===== src/rtl/outpkt_header_tx_pkg.sv =====
`default_nettype none
// ============================================================================
//  Module      : outpkt_header_tx_pkg
//  Description : Shared types and constants for the output packet transmitter:
//                state encoding, framing lengths, descriptor layout and the
//                header byte lookup.
//  Revision    : 1.0 - initial release
// ============================================================================
package outpkt_header_tx_pkg;

    typedef enum logic [2:0] {
        ST_IDLE  = 3'd0,
        ST_HDR   = 3'd1,
        ST_HCS   = 3'd2,
        ST_DATA  = 3'd3,
        ST_DCS   = 3'd4,
        ST_ERROR = 3'd5
    } outpkt_state_e;

    localparam int unsigned OUTPKT_HDR_LEN  = 10;
    localparam int unsigned OUTPKT_CSUM_LEN = 4;

    typedef struct packed {
        logic [7:0]  ptype;
        logic [15:0] id;
        logic [23:0] len;
    } outpkt_desc_t;

    // Header byte at position idx (0..9) for a given descriptor.
    function automatic logic [7:0] outpkt_hdr_byte(input logic [7:0] version,
                                                   input outpkt_desc_t d,
                                                   input logic [3:0] idx);
        logic [7:0] b;
        case (idx)
            4'd0:    b = version;
            4'd1:    b = d.ptype;
            4'd4:    b = d.len[7:0];
            4'd5:    b = d.len[15:8];
            4'd6:    b = d.len[23:16];
            4'd8:    b = d.id[7:0];
            4'd9:    b = d.id[15:8];
            default: b = 8'h00;
        endcase
        return b;
    endfunction

endpackage
`default_nettype wire


===== src/rtl/outpkt_checksum.sv =====
`default_nettype none
// ============================================================================
//  Module      : outpkt_checksum
//  Description : Little-endian word-packing 32-bit checksum. Bytes fed with
//                byte_valid_i; load_i latches the inverted sum including the
//                byte presented in the same cycle; clr_i restarts the sum.
//                Built only when OUTPKT_CHECKSUM_EN is defined, otherwise the
//                result is constant zero.
//  Revision    : 1.0 - initial release
// ============================================================================
module outpkt_checksum
    import outpkt_header_tx_pkg::*;
(
    input  logic        clk_i,
    input  logic        rst_i,
    input  logic [7:0]  byte_i,
    input  logic        byte_valid_i,
    input  logic        clr_i,
    input  logic        load_i,
    output logic [31:0] csum_o
);

`ifdef OUTPKT_CHECKSUM_EN
    logic [31:0] acc_q, acc_d;
    logic [31:0] word_q, word_d;
    logic [31:0] csum_q, csum_d;
    logic [1:0]  pos_q, pos_d;
    logic [31:0] w_word_new;
    logic [31:0] w_sum;

    // Merge the incoming byte into the partial word and form the running total.
    always_comb begin
        w_word_new = word_q | ({24'd0, byte_i} << {pos_q, 3'b000});
        w_sum      = acc_q + (byte_valid_i ? w_word_new : word_q);
        acc_d      = acc_q;
        word_d     = word_q;
        pos_d      = pos_q;
        csum_d     = csum_q;
        if (byte_valid_i) begin
            if (pos_q == 2'd3) begin
                acc_d  = w_sum;
                word_d = 32'd0;
                pos_d  = 2'd0;
            end else begin
                word_d = w_word_new;
                pos_d  = pos_q + 2'd1;
            end
        end
        if (load_i) begin
            csum_d = ~w_sum;
        end
        if (clr_i) begin
            acc_d  = 32'd0;
            word_d = 32'd0;
            pos_d  = 2'd0;
        end
    end

    // Accumulator, partial word and latched result.
    always_ff @(posedge clk_i) begin
        if (rst_i) begin
            acc_q  <= 32'd0;
            word_q <= 32'd0;
            pos_q  <= 2'd0;
            csum_q <= 32'd0;
        end else begin
            acc_q  <= acc_d;
            word_q <= word_d;
            pos_q  <= pos_d;
            csum_q <= csum_d;
        end
    end

    assign csum_o = csum_q;
`else
    logic w_unused;
    assign w_unused = ^{clk_i, rst_i, byte_i, byte_valid_i, clr_i, load_i};
    assign csum_o   = 32'd0;
`endif

endmodule
`default_nettype wire


===== src/rtl/outpkt_header_tx.sv =====
`default_nettype none
// ============================================================================
//  Module      : outpkt_header_tx
//  Description : Byte-serial packet framer. Emits a 10-byte header, header
//                checksum, payload and payload checksum onto a registered
//                byte stream with a valid/read handshake. Checksum logic is
//                present when OUTPKT_CHECKSUM_EN is defined; otherwise the
//                checksum bytes are all zero.
//  Revision    : 1.0 - initial release
// ============================================================================
module outpkt_header_tx
    import outpkt_header_tx_pkg::*;
#(
    parameter int unsigned VERSION      = 1,
    parameter int unsigned PKT_MAX_LEN  = 65536,
    parameter int unsigned PKT_MAX_TYPE = 1
) (
    input  logic        CLK,
    input  logic        RST,
    input  logic        hdr_valid,
    output logic        hdr_ready,
    input  logic [7:0]  pkt_type,
    input  logic [15:0] pkt_id,
    input  logic [23:0] pkt_len,
    input  logic [7:0]  din,
    input  logic        din_valid,
    output logic        din_ready,
    output logic [7:0]  dout,
    output logic        dout_valid,
    input  logic        dout_rd,
    output logic        err,
    output logic        busy
);

    outpkt_state_e state_q, state_d;
    logic [23:0]   cnt_q, cnt_d;
    outpkt_desc_t  desc_q, desc_d;
    outpkt_desc_t  w_desc_in;
    logic [7:0]    dout_q, dout_d;
    logic          dv_q, dv_d;
    logic          err_q, err_d;
    logic          w_adv;
    logic          w_bad;
    logic [7:0]    w_hdr_byte;
    logic [7:0]    w_csum_byte;
    logic [31:0]   w_csum;
    logic          cs_byte_v;
    logic [7:0]    cs_byte;
    logic          cs_load;

    // The output register may take a new byte when empty or being read.
    assign w_adv      = ~dv_q | dout_rd;
    assign w_desc_in  = '{ptype: pkt_type, id: pkt_id, len: pkt_len};
    assign w_bad      = (pkt_type == 8'd0) || ({24'd0, pkt_type} > PKT_MAX_TYPE) ||
                        (pkt_len == 24'd0) || ({8'd0, pkt_len} > PKT_MAX_LEN);
    assign w_hdr_byte  = outpkt_hdr_byte(8'(VERSION), desc_q, cnt_q[3:0]);
    assign w_csum_byte = w_csum[{cnt_q[1:0], 3'b000} +: 8];

    assign hdr_ready  = (state_q == ST_IDLE);
    assign din_ready  = (state_q == ST_DATA) & w_adv;
    assign dout       = dout_q;
    assign dout_valid = dv_q;
    assign err        = err_q;
    assign busy       = (state_q != ST_IDLE) && (state_q != ST_ERROR);

    // Loading the last covered byte also clears the sum, so the payload
    // checksum starts fresh once the header checksum is latched.
    outpkt_checksum u_csum (
        .clk_i        (CLK),
        .rst_i        (RST),
        .byte_i       (cs_byte),
        .byte_valid_i (cs_byte_v),
        .clr_i        (cs_load),
        .load_i       (cs_load),
        .csum_o       (w_csum)
    );

    // Next-state, output byte selection and checksum strobes.
    always_comb begin
        state_d   = state_q;
        cnt_d     = cnt_q;
        desc_d    = desc_q;
        dout_d    = dout_q;
        dv_d      = dv_q;
        err_d     = err_q;
        cs_byte_v = 1'b0;
        cs_byte   = 8'h00;
        cs_load   = 1'b0;
        case (state_q)
            ST_IDLE: begin
                if (w_adv) begin
                    dv_d = 1'b0;
                end
                if (hdr_valid) begin
                    if (w_bad) begin
                        err_d   = 1'b1;
                        state_d = ST_ERROR;
                    end else begin
                        desc_d  = w_desc_in;
                        state_d = ST_HDR;
                        cnt_d   = 24'd0;
                        // Emit the version byte immediately when the output is free.
                        if (w_adv) begin
                            dout_d    = 8'(VERSION);
                            dv_d      = 1'b1;
                            cs_byte_v = 1'b1;
                            cs_byte   = 8'(VERSION);
                            cnt_d     = 24'd1;
                        end
                    end
                end
            end
            ST_HDR: begin
                if (w_adv) begin
                    dout_d    = w_hdr_byte;
                    dv_d      = 1'b1;
                    cs_byte_v = 1'b1;
                    cs_byte   = w_hdr_byte;
                    if (cnt_q == 24'(OUTPKT_HDR_LEN - 1)) begin
                        cs_load = 1'b1;
                        cnt_d   = 24'd0;
                        state_d = ST_HCS;
                    end else begin
                        cnt_d = cnt_q + 24'd1;
                    end
                end
            end
            ST_HCS, ST_DCS: begin
                if (w_adv) begin
                    dout_d = w_csum_byte;
                    dv_d   = 1'b1;
                    if (cnt_q == 24'(OUTPKT_CSUM_LEN - 1)) begin
                        cnt_d   = 24'd0;
                        state_d = (state_q == ST_HCS) ? ST_DATA : ST_IDLE;
                    end else begin
                        cnt_d = cnt_q + 24'd1;
                    end
                end
            end
            ST_DATA: begin
                if (w_adv) begin
                    if (din_valid) begin
                        dout_d    = din;
                        dv_d      = 1'b1;
                        cs_byte_v = 1'b1;
                        cs_byte   = din;
                        if (cnt_q == desc_q.len - 24'd1) begin
                            cs_load = 1'b1;
                            cnt_d   = 24'd0;
                            state_d = ST_DCS;
                        end else begin
                            cnt_d = cnt_q + 24'd1;
                        end
                    end else begin
                        dv_d = 1'b0;
                    end
                end
            end
            ST_ERROR: begin
                if (w_adv) begin
                    dv_d = 1'b0;
                end
            end
            default: begin
                state_d = ST_IDLE;
            end
        endcase
    end

    // State, counter, descriptor and output registers.
    always_ff @(posedge CLK) begin
        if (RST) begin
            state_q <= ST_IDLE;
            cnt_q   <= 24'd0;
            desc_q  <= '0;
            dout_q  <= 8'h00;
            dv_q    <= 1'b0;
            err_q   <= 1'b0;
        end else begin
            state_q <= state_d;
            cnt_q   <= cnt_d;
            desc_q  <= desc_d;
            dout_q  <= dout_d;
            dv_q    <= dv_d;
            err_q   <= err_d;
        end
    end

endmodule
`default_nettype wire


===== config.mk =====
export PLATFORM = sky130hd
export DESIGN_NAME = outpkt_header_tx
export DESIGN_NICKNAME = d
export VERILOG_FILES = /design/src/rtl/outpkt_header_tx_pkg.sv /design/src/rtl/outpkt_checksum.sv /design/src/rtl/outpkt_header_tx.sv
export SDC_FILE = /design/constraint.sdc
export NUM_CORES = 1
export LEC_CHECK = 0
export BUFFER_PORTS_ARGS = -buffer_cell sky130_fd_sc_hd__buf_4
export CAP_MARGIN = 20
export CORE_MARGIN = 8
export CORE_UTILIZATION = 25
export DETAILED_ROUTE_END_ITERATION = 12
export PLACE_DENSITY = 0.45
export SLEW_MARGIN = 25
export SYNTH_ARGS = -nofsm -noshare
export SYNTH_HDL_FRONTEND = slang
export SYNTH_SLANG_ARGS = --single-unit

===== constraint.sdc =====
create_clock -name CLK -period 4 [get_ports CLK]
set_input_delay 0.2 -clock CLK [delete_from_list [all_inputs] [get_ports CLK]]
set_output_delay 0.2 -clock CLK [all_outputs]
set_load 0.03 [all_outputs]

==> flow_summary.yaml <==
run_status:
  status: "finished, final reports clean"
grt:
  gr-total-overflow: 0
  grt_max_degree: 51
  grt_pass1_wl_um: 26800
  first_global_vias: 4662
  grt_usage: 0.140
  grt_antenna_before_repair: 0
worst_setup_path:
  path_cells: "nor4_1 -> nand3_2 -> or4_2 -> a22oi_1 -> o2111ai_1 -> o22ai_2 -> buf_4 -> nor4_1 -> a211o_1"
  worst-path-buf-inv: 1
  crit_required_ns: 4.24
  path_max_fanout: 24
  path_delay_family: "simple AND/OR/NAND/NOR gates"
  endpoint_kind: "flop"
  crit_path_frequent_cell: "nor4_1"
  slowest_stage: "or4_2"
  start_kind: "flop"
  arrival_ns: 3.58
  path_class: "flop to flop"
  crit_path_max_incr_delay_ns: 0.68
layout:
  final_util: 0.305
  stdcell_count: 938
  layout-drive-gt1-share: 0.168
  nNetsFinal: 729
  area_growth_pct: 20.4
  antennaDiodeCount: 0
timing:
  period_needed_ns: 3.33
  rsz0062_at_grt: "false"
  tns_ns: 0
  timing.fmax_mhz: 300
  tightest_slew_ns: 0.864
  hold_viol: 0
  slew_headroom: 0.422
  setup_violations: 0
  fin_crit_sh: 0.834
  slew_viol_final: 0
  whs_ns: 0.0794
  clock_skew_ns: 0.00857
power:
  power.density_nw_per_um2: 435
  leakagePower_nw: 2.27
  irDropWorstVdd_mv: 0.188
yosys:
  yosysMostFrequentCell: "dfxtp_1"
  synth_area_leaders: "dfxtp_1 (34%), mux2i_1 (6.7%), nor2_1 (6.2%)"
  synth_nets: 684
  synth_edf_count: 0
  yosysSeqAreaShare: 0.336
  yosysTopAreaCell: "dfxtp_1"
  netlist.area_leader.share: 0.336
  async_reset_ff_frac: 0
  ys_top_cells_by_count: "dfxtp_1 (85), nor2_1 (84), clkbuf_1 (34), mux2i_1 (34), a21oi_1 (30)"
  syn_area_um2: 5070
  synth_seq_cells: 85
  ys.flop_type: "dfxtp_1"
  ys_types: 69
  ys_warn_count: 0
  avgSynthCellArea_um2: 8.20
  syn-instance-count: 618
route:
  routed_wl_um: 17700
  drtAntennaViolNets: 0
  drcViolationCount: 0
  routedWlPerCell_um: 18.9
  vias: 4817
  firstDrtPassIters: 5
  drtIter0Drc: 362
  via_per_inst: 5.14
clocking:
  clock-sinks: 85
  cts_hold_repair.buffers: 0
  clk_pin_slew_worst_paths_ns: 0.07
  cts_tree: "built"
  post_cts_resized: 0
  cts_buffers: 9
  postCtsSetupRepairBufs: 0
  cts_max_level: 3
  cts_root_buf: "clkbuf_16"
  clock_path_buffers: 2
  insertion_delay_ns: 0.36
floorplanning:
  die_h_um: 158
  die-width_um: 158
  io-pin-count: 74
  core-area_um2: 20000
  initial_utilization: 0.253
  num_rows: 52
  die_area_um2: 25100
place:
  portBuffers: 73
  hpwl_um: 13400
  placedCellCount: 921
  gp_congestion: 0.875
job:
  cap_violations: 0
hold_path:
  hp-class: "input port to flop"
metal layers:
metal | vias to the layer above | wire (um) | track usage | share of wire
met1 | 2323 | 8330 | 0.184 | 0.47
li1 | 2347 | - | - | -
met5 | - | 0 | 0 | 0
met4 | 0 | 228 | 0.0440 | 0.013
met3 | 11 | 1120 | 0.0296 | 0.063
met2 | 136 | 8060 | 0.224 | 0.45
registers in the layout, summed over array words and instances (netlist names), named ones only:
signal / flops
err: 1
dout: 8
desc_q: 48
cnt_q: 24
state_q: 3
layout make-up:
class,count,area [um2]
Fill cell,2212,13900
Multi-Input combinational cell,470,3080
Sequential cell,85,1700
Timing Repair Buffer,79,603
Tap cell,270,338
Clock buffer,10,239
Clock inverter,6,75.1
Inverter,18,67.6
through the flow:
step / total power, W / worst slack (ns) / instance area (um2)
2_1_floorplan: 0.00156 / 1.06 / 5070
3_3_place_gp: 0.00174 / 0.727 / 5790
3_5_place_dp: 0.00175 / 0.708 / 5790
4_1_cts: 0.00268 / 0.671 / 6100
5_1_grt: 0.00279 / 0.394 / 6100
6_report: 0.00265 / 0.665 / 6100
cell families (layout without fill, tap and decap cells):
logic type / after synthesis / count (layout) / share of synthesized area
flip-flops: 85 / 85 / 0.336
buffers and inverters: 63 / 113 / 0.0568
XOR/XNOR: 40 / 40 / 0.0691
AND/OR/NAND/NOR: 244 / 244 / 0.255
AO/OA/AOI/OAI: 147 / 147 / 0.204
adder cells (fa/ha/maj): 5 / 5 / 0.0123
multiplexers: 34 / 34 / 0.0671
power by group:
part	switching [W]	total, W	internal (W)
Combinational	0.000510	0.000795	0.000285
Clock	0.000402	0.000914	0.000512
Sequential	0.0000686	0.000945	0.000876
Total	0.000981	0.00265	0.00167
cells in the final DEF (no fill, tap or decap), types with 9 or more instances in the layout:
cell type / count
a21oi_1: 30
a22oi_1: 25
a31oi_1: 12
and2_1: 18
and3_1: 9
buf_4: 77
clkbuf_16: 9
dfxtp_1: 85
inv_1: 18
mux2i_1: 34
nand2_1: 27
nand3_1: 15
nand4_1: 10
nor2_1: 84
nor3_1: 15
nor4_1: 16
o21ai_0: 14
xnor2_1: 19
xor2_1: 21
worst reg2reg max path: stages (launching register included):
cell and delay [ns]:
dfxtp_1 0.37, nor4_1 0.63, nand3_2 0.31, or4_2 0.68, a22oi_1 0.26, o2111ai_1 0.18, o22ai_2 0.15, buf_4 0.29
nor4_1 0.10, a211o_1 0.27
path summary, 6_finish.rpt:
path	endpoint	slack (ns)	cells after the start	startpoint
min reg2reg	desc_q[44]$_SDFFE_PP0P_	0.46	1	desc_q[44]$_SDFFE_PP0P_
max reg2reg	cnt_q[4]$_SDFFE_PP0P_	0.67	9	desc_q[7]$_SDFFE_PP0P_
max	cnt_q[4]$_SDFFE_PP0P_	0.67	9	desc_q[7]$_SDFFE_PP0P_
min	desc_q[33]$_SDFFE_PP0P_	0.08	3	pkt_id[9]
(Power assumes the default switching activity.)
